$ cat src/rtl/inst_loader.sv
// Instruction-memory loader: packs a big-endian byte stream into 32-bit words and
// writes them from address 0 up to and including the halt sentinel.
module inst_loader #(
    parameter int          ADDR_W    = 8,
    parameter int          MAX_WORDS = 1 << ADDR_W,
    parameter logic [31:0] SENTINEL  = 32'hffffffff
) (
    input  logic              clk,
    input  logic              rst,
    input  logic              start,
    input  logic [7:0]        rx_data,
    input  logic              rx_valid,
    output logic              rx_ready,
    output logic              wr_en,
    output logic [ADDR_W-1:0] wr_addr,
    output logic [31:0]       wr_data,
    output logic              busy,
    output logic              done,
    output logic              overflow,
    output logic [ADDR_W:0]   word_count
);

    // Byte handshake: a byte transfers on a rising edge where rx_valid and
    // rx_ready are both high; rx_ready is high only in RECV and never depends
    // on rx_valid, so the sender may hold a byte for any number of cycles.

    typedef enum logic [2:0] {
        S_IDLE  = 3'd0,
        S_RECV  = 3'd1,
        S_WRITE = 3'd2,
        S_DONE  = 3'd3,
        S_ERR   = 3'd4
    } state_t;

    localparam logic [ADDR_W-1:0] LAST_ADDR = ADDR_W'(MAX_WORDS - 1);
    localparam logic [ADDR_W-1:0] ADDR_ONE  = {{(ADDR_W-1){1'b0}}, 1'b1};
    localparam logic [ADDR_W:0]   COUNT_ONE = {{ADDR_W{1'b0}}, 1'b1};

    state_t            state;
    state_t            state_next;
    logic [ADDR_W-1:0] addr;
    logic [1:0]        byte_cnt;
    logic [31:0]       shreg;
    logic [ADDR_W:0]   count;
    logic              accept;
    logic              is_sentinel;
    logic              at_last;

    assign accept      = rx_valid && rx_ready;
    assign is_sentinel = (shreg == SENTINEL);
    assign at_last     = (addr == LAST_ADDR);

    always_ff @(posedge clk or posedge rst) begin
        if (rst) begin
            state <= S_IDLE;
        end else begin
            state <= state_next;
        end
    end

    always_comb begin
        state_next = state;
        case (state)
            S_IDLE, S_DONE, S_ERR: begin
                if (start) state_next = S_RECV;
            end
            S_RECV: begin
                if (accept && (byte_cnt == 2'd3)) state_next = S_WRITE;
            end
            S_WRITE: begin
                // A sentinel in the last slot is a clean finish, not an overflow.
                if (is_sentinel)  state_next = S_DONE;
                else if (at_last) state_next = S_ERR;
                else              state_next = S_RECV;
            end
            default: state_next = S_IDLE;
        endcase
    end

    always_comb begin
        rx_ready = 1'b0;
        wr_en    = 1'b0;
        busy     = 1'b0;
        done     = 1'b0;
        overflow = 1'b0;
        case (state)
            S_RECV: begin
                rx_ready = 1'b1;
                busy     = 1'b1;
            end
            S_WRITE: begin
                wr_en = 1'b1;
                busy  = 1'b1;
            end
            S_DONE:  done     = 1'b1;
            S_ERR:   overflow = 1'b1;
            default: ;
        endcase
    end

    always_ff @(posedge clk or posedge rst) begin
        if (rst) begin
            addr     <= '0;
            byte_cnt <= '0;
            shreg    <= '0;
            count    <= '0;
        end else begin
            case (state)
                S_IDLE, S_DONE, S_ERR: begin
                    if (start) begin
                        addr     <= '0;
                        byte_cnt <= '0;
                        shreg    <= '0;
                        count    <= '0;
                    end
                end
                S_RECV: begin
                    if (accept) begin
                        shreg    <= {shreg[23:0], rx_data};
                        byte_cnt <= byte_cnt + 2'd1;
                    end
                end
                S_WRITE: begin
                    count <= count + COUNT_ONE;
                    if (!is_sentinel && !at_last) addr <= addr + ADDR_ONE;
                end
                default: ;
            endcase
        end
    end

    assign wr_addr    = addr;
    assign wr_data    = shreg;
    assign word_count = count;

endmodule

$ cat config.mk
export PLATFORM = sky130hd
export DESIGN_NAME = inst_loader
export DESIGN_NICKNAME = d
export VERILOG_FILES = /design/src/rtl/inst_loader.sv
export SDC_FILE = /design/constraint.sdc
export NUM_CORES = 1
export LEC_CHECK = 0
export CORE_UTILIZATION = 67
export DETAILED_ROUTE_END_ITERATION = 8
export DONT_BUFFER_PORTS = 1
export PLACE_DENSITY = 0.83
export SLEW_MARGIN = 20
export SYNTH_ARGS = -nofsm -noshare
export SYNTH_HDL_FRONTEND = slang
export SYNTH_SLANG_ARGS = --single-unit
$ cat constraint.sdc
create_clock -name clk -period 2.5 [get_ports clk]
set_input_delay 0.5 -clock clk [delete_from_list [all_inputs] [get_ports clk]]
set_output_delay 0.5 -clock clk [all_outputs]
set_load 0.02 [all_outputs]
# --- After elaboration in Yosys (flattened, before gate mapping) ---
# Cells that the tools add are included.
word_totals:
  register_bits: 54
  in_bits: 12
  output_inout_bits: 54
  wordCells: 54
classes:
  add_sub_neg: 3
  n_eq_ne: 11
  n_mux: 21
  n_reduce_logical: 14
ops:
  columns: ["op", "n"]
  rows:
  - ["$mux W32", 2]
  - ["$pmux W32 S2", 1]
  - ["$eq A32 B32 Y1 const B", 1]
  - ["$pmux W9 S2", 1]
  - ["$mux W8", 2]
  - ["$pmux W8 S2", 1]
  - ["$mux W3", 4]
  - ["$add A9 B1 Y9 const B", 1]
  - ["$mux W9", 1]
  - ["$pmux W3 S3", 1]
  - ["$add A8 B1 Y8 const B", 1]
  - ["$eq A8 B8 Y1 const B", 1]
  - ["$ne A2 B2 Y1 const B", 4]
  - ["$eq A3 B2 Y1 const B", 2]
  - ["$reduce_and A3 Y1", 2]
  - ["$mux W1", 5]
  - ["$mux W2", 2]
  - ["$pmux W2 S2", 1]
  - ["$reduce_and A2 Y1", 2]
  - ["$reduce_bool A2 Y1", 2]
  - ["$eq A3 B1 Y1 const B", 1]
  - ["$eq A3 B3 Y1 const B", 1]
  - ["$logic_and A1 B1 Y1", 3]
  - ["$logic_not A3 Y1", 1]
  - ["other kinds (5)", 6]

# --- Depth between registers and ports, before layout ---
# Gate-level depths: netlist of run 1.
depth:
  ltp_word: 6
  mapped_depth: 7
  depth_no_buf: 6

# --- Worst setup path after synthesis of run 1 ---
# OpenSTA, ideal clock, no wires.
synth_path:
  path_type: "register to register"
  startpoint: "reg state[0]"
  endpoint: "reg shreg[16] (netlist: wr_data[16])"
  setup_ps: 117
  t_arrival_ps: 1813
  required_ps: 2383
  setup_slack_ps: 570
  path_stages_with_launch: 6
  n_path_buf: 1
  synth_period_minus_slack_ps: 1930
  cell_sequence: "dfrtp_1 -> nor3b_1 -> nand2_1 -> clkbuf_1 -> nand3_1 -> nand2_1"
synth_via:
  elab_chain_len: 5
  elab_cells_between_ends: 12
  cone_classes: "eq/ne (5); mux (2); reduce/logical (5)"
synth_lines:
  columns: ["element", "line", "text"]
  rows:
  - ["start: declaration", "39", "state_t state;"]
  - ["start signal: assignment", "57", "state <= state_next;"]
  - ["$eq A3 B1 Y1", "86", "case (state)"]
  - ["$mux W1", "86", null]
  - ["named net rx_ready", "13", "output logic rx_ready,"]
  - ["$logic_and A1 B1 Y1", "49", "assign accept = rx_valid && rx_ready;"]
  - ["$ne A2 B2 Y1 (no line)", null, null]
  - ["$reduce_and A3 Y1 (no line)", null, null]
  - ["end signal: assignment", "119", "shreg <= {shreg[23:0], rx_data};"]
  - ["end: declaration", "43", "logic [31:0] shreg;"]
# The timed path passes the listed nets, and every way through them passes these cells.
# A chain may end at the register's enable or synchronous reset.

# --- Worst setup path in the final report of run 1 ---
layout_path:
  startpoint: "reg state[0]"
  endpoint: "out wr_en"
layout_via:
  elab_chain_len: 2
layout_lines:
  columns: ["element", "line", "text"]
  rows:
  - ["$eq A3 B2 Y1", "86", null]
  - ["$mux W1", "86", null]
  - ["end: declaration", "14", "output logic wr_en,"]
# Every way passes these cells.

==> results of run 1 <==
## power by group through the flow
stage                     sequential (uW)  combinational (uW)  clock (uW)
after floorplan                      1690                 628           0
after global placement               1790                 745           0
after detailed placement             1800                 767           0
after CTS                            1780                 772         715
after global routing                 1820                 879         743
final                                1790                 770         703
## final timing paths
check	end	cells after the start
setup / recovery	wr_en	2
setup reg to reg	wr_addr[4]	5
hold / removal	wr_data[17]	1
hold reg to reg	byte_cnt[0]	1
max in group asynchronous	wr_addr[1]	2
min in group clk	state[1]	1
## routing by layer
metal,track usage,part of all wire,up-vias
li1,-,-,969
met1,0.433,0.43,1028
met2,0.467,0.48,94
met3,0.0894,0.077,10
met4,0.113,0.017,0
met5,0,0,-
## synth_stat cells (all sizes together), types with 5 or more instances
| library cell | count |
|---|---|
| o21ai | 14 |
| nor2 | 11 |
| nand3 | 45 |
| clkbuf | 8 |
| nand4 | 9 |
| buf | 5 |
| dfrtp | 54 |
| inv | 5 |
| a21oi | 9 |
| nand2 | 81 |
## cell type report
class,count,share of cell area
flip-flops and latches,54,0.504
multi-input cells,208,0.392
clock buffers,6,0.0308
clock inverters,2,0.0224
repair buffers,6,0.0215
well taps,46,0.0215
inverters,5,0.00701
## worst max-delay path, cell delays in order, from the launching register on
cell,delay (ns)
dfrtp_1,0.45
or3b_1,0.56
inv_1,0.41
## kinds of logic (layout without fill, tap and decap cells)
logic type	Yosys count	count (layout)	synth area share
xor gates and xnor gates	2	2	0.00707
adders and majority gates	3	3	0.0151
muxes	2	2	0.00808
AOI/OAI and AO/OA	36	36	0.0888
and+or+nand+nor	165	165	0.303
DFF	54	54	0.545
buffers and inverters	18	19	0.0323
## metrics by stage
stage	hold slack (ns)	instance area (um2)	std cells
after global routing	0.177	2680	327
after CTS	0.144	2680	327
after floorplan	0.467	2480	280
after detailed placement	0.479	2540	319
final	0.132	2680	327
after global placement	0.481	2540	319
## state kept, by name, summed over array words and instances, names as in the netlist
register    flops
byte_cnt        2
state           3
word_count      9
wr_addr         8
wr_data        32
==> out/qor.yml, run 1 <==
cts_buffer_depth: 2
r2r-start: "wr_data[2]"
vdd_drop_max_uv: 789
clock_latency_ns: 0.30
route.detailed.drc: 0
cts_buffers: 5
via_count: 2101
grt_use_total: 0.312
grt_pass1_wl_um: 9500
yosys-top-cells-area: "dfrtp_1 (55%), nand2_1 (12%), nand3_1 (9.1%)"
p_sw_uw: 1450
grt_max_degree: 38
ys_warn_count: 0
arrival_ns: 1.72
cp_data_required_time_ns: 2.00
r2r_setup_slack_ns: 0.48
yosysTopAreaCell: "dfrtp_1"
syn_nets: 295
dp_hpwl_um: 3770
yosysSeqAreaShare: 0.545
maxSlewViolCount: 0
io_buffers: 0
cts_max_level: 2
hold_class: "in -> async"
n_antenna_cell: 0
wl_um: 5560
drt_pass1_iterations: 4
gr-total-overflow: 0
pre_cts_ws_ns: 0.484
route.antenna.remaining_nets: 0
finalCritPeriodShare: 0.890
setup_viol: 0
pwr-share-seq: 0.548
antenna_found_initial: 0
post_cts_resized: 0
power_uw: 3260
area_growth_pct: 8.08
hold_violations: 0
cp-end-kind: "primary output"
cts_tree: "done"
pwr-share-clk: 0.215
crit_start: "state[0]"
fin_nets: 295
ioPinCount: 66
relSlewSlack: 0.612
ys_seq_elements: 54
switching_share: 0.445
cts_root_buffer: "clkbuf_8"
p_per_area_nw_per_um2: 1220
drt_iter0_markers: 181
yosysUniqueCellTypes: 36
leakage_uw: 0.00133
postCtsHoldBufs: 0
die_h_um: 62.8
max_clock_freq_ghz: 0.450
clk_pin_slew_worst_paths_ns: 0.09
comb_power_share: 0.236
critPathMaxFanout: 11
rsz0062_at_grt: "false"
synth_edf_count: 0
gp_congestion: 0.815
min_period_ns: 2.22
maxCapViolations: 0
row_count: 21
final_core_util: 0.778
grt_pass1_vias: 1926
drive_above_1_share: 0.0641
initial_utilization: 0.720
path_class: "reg -> out"
synth-main-ff-cell: "dfrtp_1"
vias_per_cell: 6.43
cp-start-kind: "register"
core_um2: 3440
async_flop_share: 1.00
seqCellArea_um2: 1350
avgSynthCellArea_um2: 8.85
worst_slew_pin_slew_ns: 0.582
mostFrequentLayoutCells: "nand2_1 (81), dfrtp_1 (54), nand3_1 (45)"
tns_ns: 0
die_w_um: 62.8
netlist_instances: 280
yosysTopAreaCellShare: 0.545
worst_slack_ns: 0.276
layout_commonest_cell: "nand2_1"
status: "completed"
internal-power_uw: 1810
synth.cell_area_um2: 2480
dieArea_um2: 3950
wl_per_cell_um: 17.0
fillCellCount: 237
post-cts-setup-buffer-count: 0
cts_sinks: 54
multiInputGateArea_um2: 1050
skew_ns: 0.00553
Power figures use the tool's default switching activity.
==> inputs of run 2 (changes only) <==
--- a/config.mk
+++ b/config.mk
@@ -5,10 +5,10 @@
 export SDC_FILE = /design/constraint.sdc
 export NUM_CORES = 1
 export LEC_CHECK = 0
-export CORE_UTILIZATION = 67
+export CORE_UTILIZATION = 60
 export DETAILED_ROUTE_END_ITERATION = 8
 export DONT_BUFFER_PORTS = 1
-export PLACE_DENSITY = 0.83
+export PLACE_DENSITY = 0.76
 export SLEW_MARGIN = 20
 export SYNTH_ARGS = -nofsm -noshare
 export SYNTH_HDL_FRONTEND = slang
==> out/qor.yml, run 2 (synthesis results as in run 1) <==
drt_iter0_markers: 191  # was 181
cp-end-kind: "primary output"  # unchanged
cpMaxStageDelayCell: "or3b_1"  # unchanged
r2r-start: "wr_data[28]"  # was wr_data[2]
dieArea_um2: 4390  # was 3950 um2
post_cts_resized: 0  # unchanged
fin_nets: 295  # unchanged
io_buffers: 0  # unchanged
drive_above_1_share: 0.0605  # was 0.0641
rsz0062_at_grt: "false"  # unchanged
finalCritPeriodShare: 0.897  # was 0.890
grt_pass1_vias: 1874  # was 1926
vdd_drop_max_uv: 790  # was 789 uV
route.detailed.drc: 0  # unchanged
ioPinCount: 66  # unchanged
drt_pass1_iterations: 5  # was 4
die_w_um: 66.3  # was 62.8 um
cp_data_required_time_ns: 2.00  # about the same
clock_latency_ns: 0.30  # about the same
r2r-end: "wr_addr[1]"  # was wr_addr[4]
place_area_um2: 2550  # was 2540 um2
antenna_found_initial: 0  # unchanged
cts_root_buffer: "clkbuf_8"  # unchanged
relSlewSlack: 0.560  # was 0.612
power_uw: 3150  # was 3260 uW
n_antenna_cell: 0  # unchanged
cts_sinks: 54  # unchanged
leakage_uw: 0.00131  # was 0.00133 uW
area_growth_pct: 7.37  # was 8.08%
post-cts-setup-buffer-count: 0  # unchanged
p_per_area_nw_per_um2: 1190  # was 1220 nW/um2
crit_buf_inv: 1  # unchanged
worst_slew_pin_slew_ns: 0.654  # was 0.582 ns
ff2ff_path_depth: 5  # unchanged
critPathMaxFanout: 11  # unchanged
clk_pin_slew_worst_paths_ns: 0.10  # was 0.09 ns
grt_pass1_wl_um: 9050  # was 9500 um
grt_max_degree: 35  # was 38
gp_congestion: 0.807  # was 0.815
skew_ns: 0.0119  # was 0.00553 ns
wl_per_cell_um: 16.9  # was 17.0 um
fillCellCount: 313  # was 237
max_clock_freq_ghz: 0.446  # was 0.450 GHz
core_um2: 3800  # was 3440 um2
wl_um: 5560  # unchanged
slowest_delay_ns: 0.55  # was 0.56 ns
cts_tree: "done"  # unchanged
r2r_setup_slack_ns: 0.43  # was 0.48 ns
initial_utilization: 0.653  # was 0.720
path_class: "reg -> out"  # unchanged
cp-start-kind: "register"  # unchanged
die_h_um: 66.3  # was 62.8 um
via_count: 2041  # was 2101
hold_class: "in -> async"  # unchanged
postCtsHoldBufs: 0  # unchanged
mostFrequentLayoutCells: "nand2_1 (81), dfrtp_1 (54), nand3_1 (45)"  # unchanged
vias_per_cell: 6.20  # was 6.43
min_period_ns: 2.24  # was 2.22 ns
hold_violations: 0  # unchanged
cts_buffer_depth: 2  # unchanged
design_area_um2: 2660  # was 2680 um2
row_count: 22  # was 21
layout_commonest_cell: "nand2_1"  # unchanged
cts_max_level: 2  # unchanged
route.antenna.remaining_nets: 0  # unchanged
arrival_ns: 1.74  # was 1.72 ns
gr-total-overflow: 0  # unchanged
seqCellArea_um2: 1350  # unchanged
dp_hpwl_um: 3850  # was 3770 um
setup_viol: 0  # unchanged
grt_use_total: 0.275  # was 0.312
crit_chain: "or3b_1 > inv_1"  # unchanged
maxSlewViolCount: 0  # unchanged
multiInputGateArea_um2: 1050  # unchanged
cts_buffers: 5  # unchanged
tns_ns: 0  # unchanged
cpLargestDelayFamily: "simple AND/OR/NAND/NOR gates"  # unchanged
whs_ns: 0.132  # about the same
maxCapViolations: 0  # unchanged
largest_reg_flops: 32  # unchanged
status: "completed"  # unchanged
run 2: power breakdown:
group	internal [uW]	switching [uW]
Combinational	266	528
Clock	299	271
Sequential	1130	657
Total	1700	1460
run 2: area by class of cell:
cell class / count / area share
flip-flops and latches: 54 / 0.508
multi-input cells: 208 / 0.395
clock buffers: 6 / 0.0273
repair buffers: 6 / 0.0263
well taps: 48 / 0.0226
clock inverters: 2 / 0.0141
inverters: 5 / 0.00705
run 2: routing by layer:
layer  share of wire  global-route usage  vias up
met5               0                   0        -
met3           0.077              0.0621        4
li1                -                   -      971
met2            0.46               0.429       83
met1            0.45               0.388      983
met4          0.0061              0.0718        0
run 2: stage by stage:
| step | cells | util | setup slack [ns] |
|---|---|---|---|
| finish | 329 | 0.701 | 0.257 |
| global route | 329 | 0.701 | 0.155 |
| floorplan | 280 | - | 0.570 |
| CTS | 329 | 0.701 | 0.266 |
| detailed placement | 321 | 0.672 | 0.429 |
| global placement | 321 | 0.672 | 0.386 |
run 2: worst max path at each step:
stage	startpoint	to	slack, ns	depth (start not counted)
3_5_place_dp	wr_data[0]	wr_addr[4]	0.43	5
2_1_floorplan	state[0]	wr_data[16]	0.57	5
5_1_grt	state[0]	wr_en	0.15	2
4_1_cts	state[0]	wr_en	0.27	2
6_report	state[0]	wr_en	0.26	2
3_3_place_gp	wr_data[0]	wr_addr[4]	0.39	5
